[src/rtl/x_uart_rx.sv]
// x_uart_rx: 8N1 asynchronous serial receiver.
//   Bit period P = p_clk_hz/p_baud + 1 clock cycles, half period H = P/2.
//   The line passes through a 2-flop synchroniser; the start bit is confirmed
//   at mid-bit and every data/stop bit is sampled one full period later.
//
// Ports:
//   i_clk        system clock, rising edge
//   i_rst_n      asynchronous active-low reset
//   i_rx         serial line, idle high, asynchronous to i_clk
//   o_data[7:0]  received byte (LSB first on the line)
//   o_valid      o_data holds an unconsumed byte
//   i_accept     consumer takes o_data when o_valid & i_accept
//   o_frame_err  one-cycle pulse: stop bit sampled low, byte discarded
//   o_overrun    one-cycle pulse: new byte overwrote an unaccepted byte
//
// Build option:
//   X_UART_RX_MAJORITY_EN  each start/data/stop decision is a 2-of-3 vote of
//                          rx_s at s-1, s, s+1, taken at s+1 (one cycle later).

module x_uart_rx #(
  parameter int p_clk_hz = 12000000,
  parameter int p_baud   = 115200
) (
  input  logic       i_clk,
  input  logic       i_rst_n,
  input  logic       i_rx,
  output logic [7:0] o_data,
  output logic       o_valid,
  input  logic       i_accept,
  output logic       o_frame_err,
  output logic       o_overrun
);

  localparam int unsigned P  = (p_clk_hz / p_baud) + 1;
  localparam int unsigned H  = P / 2;
  localparam int unsigned TW = $clog2(P);

  localparam logic [TW-1:0] T_LAST = TW'(P - 1);
`ifdef X_UART_RX_MAJORITY_EN
  // Start decision moves one cycle later; the timer is cleared at the start
  // decision, so every later sample point shifts by the same cycle.
  localparam logic [TW-1:0] T_START = TW'(H);
`else
  localparam logic [TW-1:0] T_START = TW'(H - 1);
`endif

  typedef enum logic [1:0] {
    IDLE,
    START,
    DATA,
    STOP
  } state_t;

  state_t          state, state_d;
  logic [TW-1:0]   timer, timer_d;
  logic [2:0]      bit_idx, bit_idx_d;
  logic [7:0]      shift, shift_d;
  logic            rx_meta, rx_s;
  logic            bit_val;
  logic            stop_ok, stop_bad;

  // Two-flop synchroniser, idle-high reset value.
  always_ff @(posedge i_clk or negedge i_rst_n) begin
    if (!i_rst_n) begin
      rx_meta <= 1'b1;
      rx_s    <= 1'b1;
    end else begin
      rx_meta <= i_rx;
      rx_s    <= rx_meta;
    end
  end

`ifdef X_UART_RX_MAJORITY_EN
  // hist[0] = rx_s one cycle ago, hist[1] = two cycles ago.
  logic [1:0] hist;

  always_ff @(posedge i_clk or negedge i_rst_n) begin
    if (!i_rst_n) begin
      hist <= '1;
    end else begin
      hist <= {hist[0], rx_s};
    end
  end

  assign bit_val = (rx_s & hist[0]) | (rx_s & hist[1]) | (hist[0] & hist[1]);
`else
  assign bit_val = rx_s;
`endif

  // FSM state register
  always_ff @(posedge i_clk or negedge i_rst_n) begin
    if (!i_rst_n) begin
      state <= IDLE;
    end else begin
      state <= state_d;
    end
  end

  // Next-state, timer, shift and completion strobes
  always_comb begin
    state_d   = state;
    timer_d   = timer;
    bit_idx_d = bit_idx;
    shift_d   = shift;
    stop_ok   = 1'b0;
    stop_bad  = 1'b0;
    unique case (state)
      IDLE: begin
        timer_d = '0;
        if (!rx_s) begin
          state_d = START;
        end
      end
      START: begin
        if (timer == T_START) begin
          timer_d   = '0;
          bit_idx_d = '0;
          state_d   = bit_val ? IDLE : DATA;
        end else begin
          timer_d = timer + TW'(1);
        end
      end
      DATA: begin
        if (timer == T_LAST) begin
          timer_d   = '0;
          shift_d   = {bit_val, shift[7:1]};
          bit_idx_d = bit_idx + 3'd1;
          if (bit_idx == 3'd7) begin
            state_d = STOP;
          end
        end else begin
          timer_d = timer + TW'(1);
        end
      end
      STOP: begin
        if (timer == T_LAST) begin
          timer_d  = '0;
          state_d  = IDLE;
          stop_ok  = bit_val;
          stop_bad = ~bit_val;
        end else begin
          timer_d = timer + TW'(1);
        end
      end
      default: begin
        timer_d = '0;
        state_d = IDLE;
      end
    endcase
  end

  // Datapath and registered outputs
  always_ff @(posedge i_clk or negedge i_rst_n) begin
    if (!i_rst_n) begin
      timer       <= '0;
      bit_idx     <= '0;
      shift       <= '0;
      o_data      <= '0;
      o_valid     <= 1'b0;
      o_frame_err <= 1'b0;
      o_overrun   <= 1'b0;
    end else begin
      timer       <= timer_d;
      bit_idx     <= bit_idx_d;
      shift       <= shift_d;
      o_frame_err <= stop_bad;
      o_overrun   <= stop_ok & o_valid & ~i_accept;
      if (stop_ok) begin
        // A completion coinciding with an accept simply replaces the byte.
        o_data  <= shift;
        o_valid <= 1'b1;
      end else if (o_valid && i_accept) begin
        o_valid <= 1'b0;
      end
    end
  end

endmodule

[config.mk]
export PLATFORM = sky130hd
export DESIGN_NAME = x_uart_rx
export DESIGN_NICKNAME = d
export VERILOG_FILES = /design/src/rtl/x_uart_rx.sv
export SDC_FILE = /design/constraint.sdc
export NUM_CORES = 1
export LEC_CHECK = 0
export BUFFER_PORTS_ARGS = -buffer_cell sky130_fd_sc_hd__buf_2
export CAP_MARGIN = 15
export CORE_MARGIN = 2
export CORE_UTILIZATION = 45
export CTS_BUF_LIST = sky130_fd_sc_hd__clkbuf_4
export CTS_CLUSTER_DIAMETER = 100
export CTS_CLUSTER_SIZE = 8
export DETAILED_ROUTE_END_ITERATION = 6
export GPL_TIMING_DRIVEN = 0
export HOLD_SLACK_MARGIN = 0.08
export PLACE_DENSITY = 0.66
export SLEW_MARGIN = 20
export SYNTH_ARGS = -nofsm -noshare
export SYNTH_HDL_FRONTEND = slang
export SYNTH_SLANG_ARGS = --single-unit
[constraint.sdc]
create_clock -name i_clk -period 2.21 [get_ports i_clk]
set_clock_uncertainty 0.1 [all_clocks]
set_input_delay 0.221 -clock i_clk [delete_from_list [all_inputs] [get_ports i_clk]]
set_output_delay 0.221 -clock i_clk [all_outputs]
set_load 0.02 [all_outputs]
Word level (Yosys, flattened, before mapping)
Cells that the tools add are included.
{ "word_totals": {"regBits": 33, "wordCells": 54} }
{ "classes": {"add_sub_neg": 2, "eq_ne": 11, "mux": 19, "bitwise": 4, "reduce_logical": 8} }
{ "op_table": {"columns": ["cell", "n"], "rows": [
  ["case mux 7 bit (3 select lines)", 1],
  ["2-to-1 mux 7 bit", 2],
  ["2-to-1 mux 2 bit", 6],
  ["!= test 2 bit (second input constant)", 5],
  ["case mux 2 bit (4 select lines)", 1],
  ["adder 7 x 1 -> 7 bit (second input constant)", 1],
  ["== test 7 x 6 -> 1 bit (second input constant)", 1],
  ["== test 7 bit (second input constant)", 1],
  ["2-to-1 mux 1 bit", 6],
  ["2-to-1 mux 3 bit", 2],
  ["case mux 3 bit (2 select lines)", 1],
  ["AND reduction 5 bit", 1],
  ["== test 2 bit (second input constant)", 2],
  ["nonzero test 2 bit", 2],
  ["adder 3 x 1 -> 3 bit (second input constant)", 1],
  ["== test 3 bit (second input constant)", 1],
  ["AND reduction 3 bit", 1],
  ["bitwise AND 1 bit", 2],
  ["== test 2 x 1 -> 1 bit (second input constant)", 1],
  ["zero test 2 bit", 1],
  ["NOT 1 bit", 2],
  ["AND reduction 2 bit", 1],
  ["OR reduction 2 bit", 1],
  ["logical AND 1 bit", 1]
]} }

Longest topological paths before layout
Gate-level depths: netlist of run 1.
{ "depth": {"depth_word": 5, "mapped_depth": 7, "ltp_nobuf": 5} }

Least setup slack after synthesis of run 1
Ideal clock, no wire load.
{ "synth_timing": {"path_type": "reg-to-reg", "start": "register timer[0]", "end": "register shift[0]", "setup_time_ns": 0.125, "t_arrival_ns": 1.686, "required_ns": 1.985, "slack_ns": 0.299, "path_stages_with_launch": 7, "path_buffers": 1, "synth_period_minus_slack_ns": 1.911, "path_cell_list": "dfrtp_1 -> inv_1 -> ha_1 -> nand4b_4 -> or4_4 -> buf_6 -> mux2_4"} }
{ "synth_between": {"elab_chain_len": 2} }
{ "synth_lines": {"columns": ["element", "line", "source"], "rows": [
  ["from (decl)", "55", "logic [TW-1:0] timer, timer_d;"],
  ["from (signal assigned)", "163", "timer <= timer_d;"],
  ["== test 7 bit", "124", "if (timer == T_LAST) begin"],
  ["AND reduction 2 bit (no source line)", null, null],
  ["to (signal assigned)", "165", "shift <= shift_d;"],
  ["to (decl)", "57", "logic [7:0] shift, shift_d;"]
]} }
Every way passes these cells.
A chain may end at the register's enable or synchronous reset.

Worst setup path after layout of run 1
{ "layout_timing": {"start": "register timer[0]", "end": "register o_data[3]"} }
{ "layout_between": {"elab_chain_len": 3} }
{ "layout_lines": {"columns": ["element", "line", "source"], "rows": [
  ["== test 7 bit", "136", "if (timer == T_LAST) begin"],
  ["2-to-1 mux 1 bit", "136", null],
  ["2-to-1 mux 1 bit", "107", "unique case (state)"],
  ["to (signal assigned)", "170", "o_data <= shift;"],
  ["to (decl)", "27", "output logic [7:0] o_data,"]
]} }
Every way passes these cells.

==> results of run 1 <==
-- kinds of logic after synthesis --
kind of cell             Yosys count
flip-flops                        33
AO/OA/AOI/OAI                     26
adder cells (fa/ha/maj)            4
buffers and inverters             10
AND/OR/NAND/NOR                   23
XOR/XNOR                           3
multiplexers                      16
-- power groups by stage --
stage / Combinational, W / Clock (W) / Sequential, W
floorplan: 0.000000542 / 0 / 0.000620
global placement: 0.0000146 / 0 / 0.000620
detailed placement: 0.0000150 / 0 / 0.000620
CTS: 0.0000192 / 0.000459 / 0.000609
global route: 0.0000210 / 0.000491 / 0.000609
finish: 0.0000182 / 0.000439 / 0.000609
-- sequential cells by signal, indices dropped and copies added (netlist names), named ones only --
name,cells
o_data,8
shift,8
timer,7
bit_idx,3
bit_val,1
o_frame_err,1
o_overrun,1
o_valid,1
rx_meta,1
state,1
-- per-layer routing --
layer | vias to the layer above | wire length (um)
li1 | 471 | -
met1 | 487 | 1176
met2 | 17 | 1346
met3 | 7 | 123
met4 | 0 | 50
met5 | - | 0
-- worst max path at each step --
stage          startpoint        end  depth (start not counted)
2_1_floorplan    timer[0]   shift[0]                          6
3_3_place_gp     timer[0]  o_data[1]                          7
3_5_place_dp     timer[0]  o_data[3]                          7
4_1_cts          timer[0]  o_data[3]                          7
5_1_grt          timer[0]  o_data[3]                          7
6_report         timer[0]  o_data[3]                          7
-- through the flow --
step	total power, W	cells	instance area, sq um	worst slack, ns	utilization
4_1_cts	0.001087	184	1735	0.1072	0.5593
3_3_place_gp	0.0006347	173	1627	0.1818	0.5242
6_report	0.001065	184	1738	0.1656	0.5601
5_1_grt	0.001121	184	1738	0.04034	0.5601
2_1_floorplan	0.0006202	115	1501	0.2990	-
3_5_place_dp	0.0006354	173	1627	0.1236	0.5242
-- repair_timing --
item | 4_1_cts | 5_1_grt
setup endpoints to repair | 0 | 1
hold buffers | 3 | 0
gates resized for setup | 0 | 1
endpoints found under the hold margin | 34 | 0
-- cells in the mapped netlist --
| master | n | area, sq um |
|---|---|---|
| o21ai_0 | 6 | 30.03 |
| clkbuf_1 | 1 | 3.750 |
| mux2_2 | 5 | 56.30 |
| and3_1 | 1 | 6.260 |
| nor4_4 | 1 | 21.27 |
| or4_4 | 1 | 11.26 |
| dfrtp_1 | 31 | 775.7 |
| nand2_1 | 4 | 15.01 |
| or3b_2 | 1 | 8.760 |
| nor2b_1 | 1 | 6.260 |
| a22oi_1 | 2 | 15.01 |
| and3b_1 | 1 | 8.760 |
| a21o_1 | 1 | 7.510 |
| xnor2_1 | 1 | 8.760 |
| mux2_4 | 5 | 75.07 |
| and4_1 | 1 | 8.760 |
| buf_6 | 1 | 11.26 |
| mux2_1 | 6 | 67.56 |
| nand2b_1 | 2 | 12.51 |
| buf_2 | 2 | 10.01 |
| or3_1 | 2 | 12.51 |
| inv_1 | 6 | 22.52 |
| a221oi_1 | 3 | 26.28 |
| a21boi_0 | 1 | 7.510 |
| o22a_1 | 1 | 8.760 |
| xor2_1 | 2 | 17.52 |
| nand3_1 | 3 | 15.01 |
| nand4bb_1 | 1 | 11.26 |
| a41oi_1 | 1 | 8.760 |
| a31oi_1 | 1 | 6.260 |
| ha_1 | 4 | 50.05 |
| dfstp_2 | 2 | 52.55 |
| nor3_1 | 1 | 5.000 |
| o21ai_1 | 1 | 5.000 |
| a21oi_1 | 7 | 35.03 |
| and4b_1 | 1 | 10.01 |
| nand4b_4 | 1 | 23.77 |
| nor4b_1 | 1 | 8.760 |
| o21bai_1 | 1 | 7.510 |
| o211ai_1 | 1 | 7.510 |
-- cell type report --
type                       instances  area (sq um)  area share
timing repair buffer              17         100.1     0.05760
inverter                           6         22.52     0.01296
buffer                             4         27.53     0.01584
clock buffer                       6         45.04     0.02592
tap                               44         55.05     0.03168
clock inverter                     2         33.78     0.01944
sequential                        33         828.3      0.4766
multi-input combinational         72         625.6      0.3600
==> metrics, run 1 <==
FF-to-FF setup slack=roughly 0.17 ns; Post-Synth XOR/XNOR Area=0.01750; Worst Hold End=bit_val; crit path buf inv count=3; status=completed; gr ovfl total=0; slowest stage cell, crit path=dfrtp_1; synthesized net count=123; clk buf depth=2; leak pwr=0.8621 nW; Worst Path Required=2.32 ns; hold path depth=0; number of global-route vias before repair=1,002; worst hold-check path type=reg2reg; register bit count reported by yosys=33; final period utilization=0.9251; Mapped Cells=115; commonest non-fill, non-tap cell in the layout=dfrtp_1; Max Freq=roughly 500 MHz; H-tree depth=2; post-synthesis cell area=1501 sq um; Post-Synth Simple-Gate Area=0.1233; post-DP HPWL=about 1900 um; hold wc startpoint=rx_meta; Pint=0.0008598 W; Clock power frac=0.412; reg-to-reg endpoint=o_data[3]; setup violators final=0; die height=61.76 um; Synth cell types=40; worst-path maximum fanout=10; share of layout cells above drive strength 1=0.2857; worst vdd ir=0.0004636 V; Ys Warns=0; Sw Ratio=0.1930; Num CTS Buffers=5; pwr/cell area=approximately 610 nW/um^2; Fill cells=286; Row Count=20; GR Layer Usage met1=0.2323; initial antenna violation count=0; die area=about 3800 sq um; DR DRC count=0; Die Wd=61.76 um; synthesized area per cell=around 13 sq um; diodes inserted=0; RSZ-0062 raised after global routing=no; Setup crit start kind=flip-flop; Detail Route Antenna Nets=0; M2 GR Usage=0.2541; TritonRoute pass-1 iters=4; Final #Nets=147; crit-path max cell delay=0.43 ns; crit path DAT=2.16 ns; CTS tree=done; overall global routing resource usage=0.1725; Worst setup EP type=flip-flop; Most Used Layer, Global Route=met2; Final min period=2.044 ns; post-CTS setup buffer count=0; core footprint=3103 sq um; max_slew headroom=0.5081; CP delay by family, top=buffers and inverters; R2R depth=7; largest family of logic cells by synthesized area=multiplexers; clk_lat worst skew=0.33 ns; Logic pwr share=0.017; vias=slightly below 1,000; Root Buffer=clkbuf_4; max-cap viol count=0; Via-to-Cell Ratio=5.337; drt total wl=2697 um; GR met3 Demand/Resource=0.05590; Num Clock Sinks=33; mux share of post-synthesis cell area=0.1325; Initial DRC Count=50; first-pass GRT wire length=4636 um; Fin. Hold Viols=0; IO Pins=15; clk slew on worst S/H paths=about 0.090 ns; critical path class=reg2reg; Final Hold Slack=0.2622 ns; Psw=0.0002056 W; pin slew with the least headroom to its limit=0.7379 ns; routability cong.=0.7376; Pins Over Slew Limit=0; drt wl/cell=14.66 um; final setup TNS=0 ns; complex-gate fraction of the synthesized area=0.1100; Initial Util=0.4839; sequential share of the synthesized area=0.5517; Layout area overhead=15.75%; pin count of the biggest net entering global routing=34; Reg2Reg Launch Point=timer[0]; commonest cells after routing, fill and taps aside=31 x dfrtp_1, 15 x buf_2, 7 x a21oi_1, 7 x clkbuf_4; sequential power share=0.571; CP cell instances=inv_1 -> ha_1 -> and4b_1 -> buf_2 -> and4_1 -> clkbuf_4 -> mux2_1; Post-Synth Adder-Cell Area=0.03333; number of port buffers=14
Note: power is estimated with default switching activity, not from simulation.
==> run 2, diff against run 1 <==
--- a/config.mk
+++ b/config.mk
@@ -8,5 +8,4 @@
 export BUFFER_PORTS_ARGS = -buffer_cell sky130_fd_sc_hd__buf_2
 export CAP_MARGIN = 15
-export CORE_MARGIN = 2
 export CORE_UTILIZATION = 45
 export CTS_BUF_LIST = sky130_fd_sc_hd__clkbuf_4
--- a/constraint.sdc
+++ b/constraint.sdc
@@ -3,3 +3,3 @@
 set_input_delay 0.221 -clock i_clk [delete_from_list [all_inputs] [get_ports i_clk]]
 set_output_delay 0.221 -clock i_clk [all_outputs]
-set_load 0.02 [all_outputs]
+set_load 0.01 [all_outputs]
==> run 2 against run 1 <==
Via count is 0.10% higher. Count of clock-buffer cells in the layout is 1 lower. Design area is 1.5% lower. First-iteration DRC count decreased by 80%. Sequential share of layout area increased by 0.73 points. Core utilization shrank 0.85 points. Flip-flop and latch count unchanged. Largest power group unchanged. Sequential power hardly changed. Final cell count is the same. Register-to-register slack about the same. Critical endpoint is now o_data[1].
==> metrics, run 2 (same netlist as run 1, synthesis figures left out) <==
status=completed; reg-to-reg endpoint=o_data[1]; hold path depth=0 (unchanged); max-cap viol count=0 (unchanged); worst vdd ir=0.0003560 V (-23%); Final #Nets=147 (unchanged); number of port buffers=14 (unchanged); Setup crit start kind=flip-flop; Worst Hold End=bit_val; worst-path maximum fanout=10 (unchanged); core footprint=3103 sq um (unchanged); Sw Ratio=0.2300 (+0.03696); drt total wl=2454 um (-9.0%); dpl cells=173 (unchanged); Num CTS Buffers=5 (unchanged); final setup TNS=0 ns (unchanged); most used cell, CP=buf_2; Worst Path Required=2.33 ns (about the same); DR DRC count=0 (unchanged); crit path buf inv count=3 (unchanged); Initial Util=0.4839 (unchanged); gr ovfl total=0 (unchanged); Detail Route Antenna Nets=0 (unchanged); routability cong.=0.7501 (+1.7%); Max Freq=486.8 MHz (-0.48%); crit-path max cell delay=0.43 ns (about the same); critical path class=reg2reg; Final min period=2.054 ns (+0.009891 ns); pwr/cell area=555.5 nW/um^2 (-9.4%); Die Wd=59.76 um (-3.2%); initial antenna violation count=0 (unchanged); Psw=0.0002186 W (+6.3%); Logic pwr share=0.019 (+0.002); number of global-route vias before repair=942 (-6.0%); leak pwr=0.8505 nW (-1.3%); hold wc startpoint=rx_meta; Finished Layout Cells=184 (unchanged); die area=3571 sq um (-6.4%); Largest regs=o_data x8, shift x8, timer x7; pin count of the biggest net entering global routing=34 (unchanged); Worst setup EP type=flip-flop; pin slew with the least headroom to its limit=0.7107 ns (-0.02713 ns); Reg2Reg Launch Point=timer[0]; post_cts resized=0 (unchanged); Final Hold Slack=0.2628 ns (+0.0005510 ns); CP cell instances=inv_1 -> ha_1 -> and4b_1 -> buf_2 -> and4_1 -> buf_2 -> mux2_2; clk slew on worst S/H paths=0.10 ns (about the same); setup violators final=0 (unchanged); clk buf depth=2 (unchanged); Initial DRC Count=10 (-80%); CP delay by family, top=buffers and inverters; Via-to-Cell Ratio=5.342 (+0.10%); crit path DAT=2.18 ns (+0.02 ns); Num Clock Sinks=33 (unchanged); H-tree depth=2 (unchanged); sequential power share=0.640 (+0.069); Clock power frac=0.341 (-0.071); max_slew headroom=0.5262 (+0.01809); FF-to-FF setup slack=0.16 ns (about the same); vias=983 (+0.10%); die height=59.76 um (-3.2%); Layout area overhead=14.00%; Fin. Hold Viols=0 (unchanged); clk_lat worst skew=0.33 ns (about the same); Pint=0.0007321 W (-15%); diodes inserted=0 (unchanged); commonest cells after routing, fill and taps aside=31 x dfrtp_1, 16 x buf_2, 7 x a21oi_1; Pins Over Slew Limit=0 (unchanged); TritonRoute pass-1 iters=4 (unchanged); IO Pins=15 (unchanged); commonest non-fill, non-tap cell in the layout=dfrtp_1; Root Buffer=clkbuf_4; final period utilization=0.9295 (+0.004476); worst hold-check path type=reg2reg; post-DP HPWL=1743 um (-6.4%); share of layout cells above drive strength 1=0.2929 (+0.007143); Pwr Total=0.0009508 W (-11%); CTS tree=done; RSZ-0062 raised after global routing=no; first-pass GRT wire length=4215 um (-9.1%); R2R depth=7 (unchanged); drt wl/cell=13.34 um (-9.0%); slowest stage cell, crit path=dfrtp_1; overall global routing resource usage=0.1648 (-0.007649); Row Count=20 (unchanged)
==> run 2: metrics by stage <==
stage                       util  instance area, sq um  setup WS (ns)
final                     0.5516                  1712         0.1557
after global routing      0.5516                  1712        0.02552
after CTS                 0.5516                  1712         0.1325
after detailed placement  0.5242                  1627         0.1463
after global placement    0.5242                  1627         0.1781
after floorplan                -                  1501         0.2990
==> run 2: layout make-up <==
cell class / count / area (sq um)
plain buffers: 4 / 25.02
clock buffers: 5 / 37.54
clock inverters: 3 / 17.52
fillers: 285 / 1391
inverters: 6 / 22.52
multi-input cells: 72 / 625.6
flip-flops and latches: 33 / 828.3
well taps: 44 / 55.05
repair buffers: 17 / 100.1
==> run 2: metal layers <==
metal / routed length [um] / vias up / GRT usage
met3: 72 / 7 / 0.04545
met4: 48 / 0 / 0.09302
met5: 0 / - / 0
met1: 1155 / 488 / 0.2193
li1: - / 474 / -
met2: 1178 / 14 / 0.2413
==> run 2: timing repair <==
action,in CTS,in global routing
endpoints found under the hold margin,34,0
setup buffers,0,0
hold buffers,3,0
==> run 2: how the worst max path moves through the flow <==
stage	startpoint	to	slack (ns)	cells after the start
after floorplan	timer[0]	shift[0]	0.30	6
after global placement	timer[0]	o_data[1]	0.18	7
after detailed placement	timer[0]	o_data[5]	0.15	7
after CTS	timer[0]	o_data[1]	0.13	7
after global routing	timer[0]	o_data[5]	0.03	7
final	timer[0]	o_data[1]	0.16	7
==> run 2: power groups by stage <==
stage | combinational [W] | sequential (W) | clock (W)
floorplan | 0.000000542 | 0.000620 | 0
detailed placement | 0.0000152 | 0.000620 | 0
global route | 0.0000214 | 0.000609 | 0.000371
finish | 0.0000178 | 0.000609 | 0.000324
CTS | 0.0000192 | 0.000609 | 0.000336
global placement | 0.0000146 | 0.000620 | 0
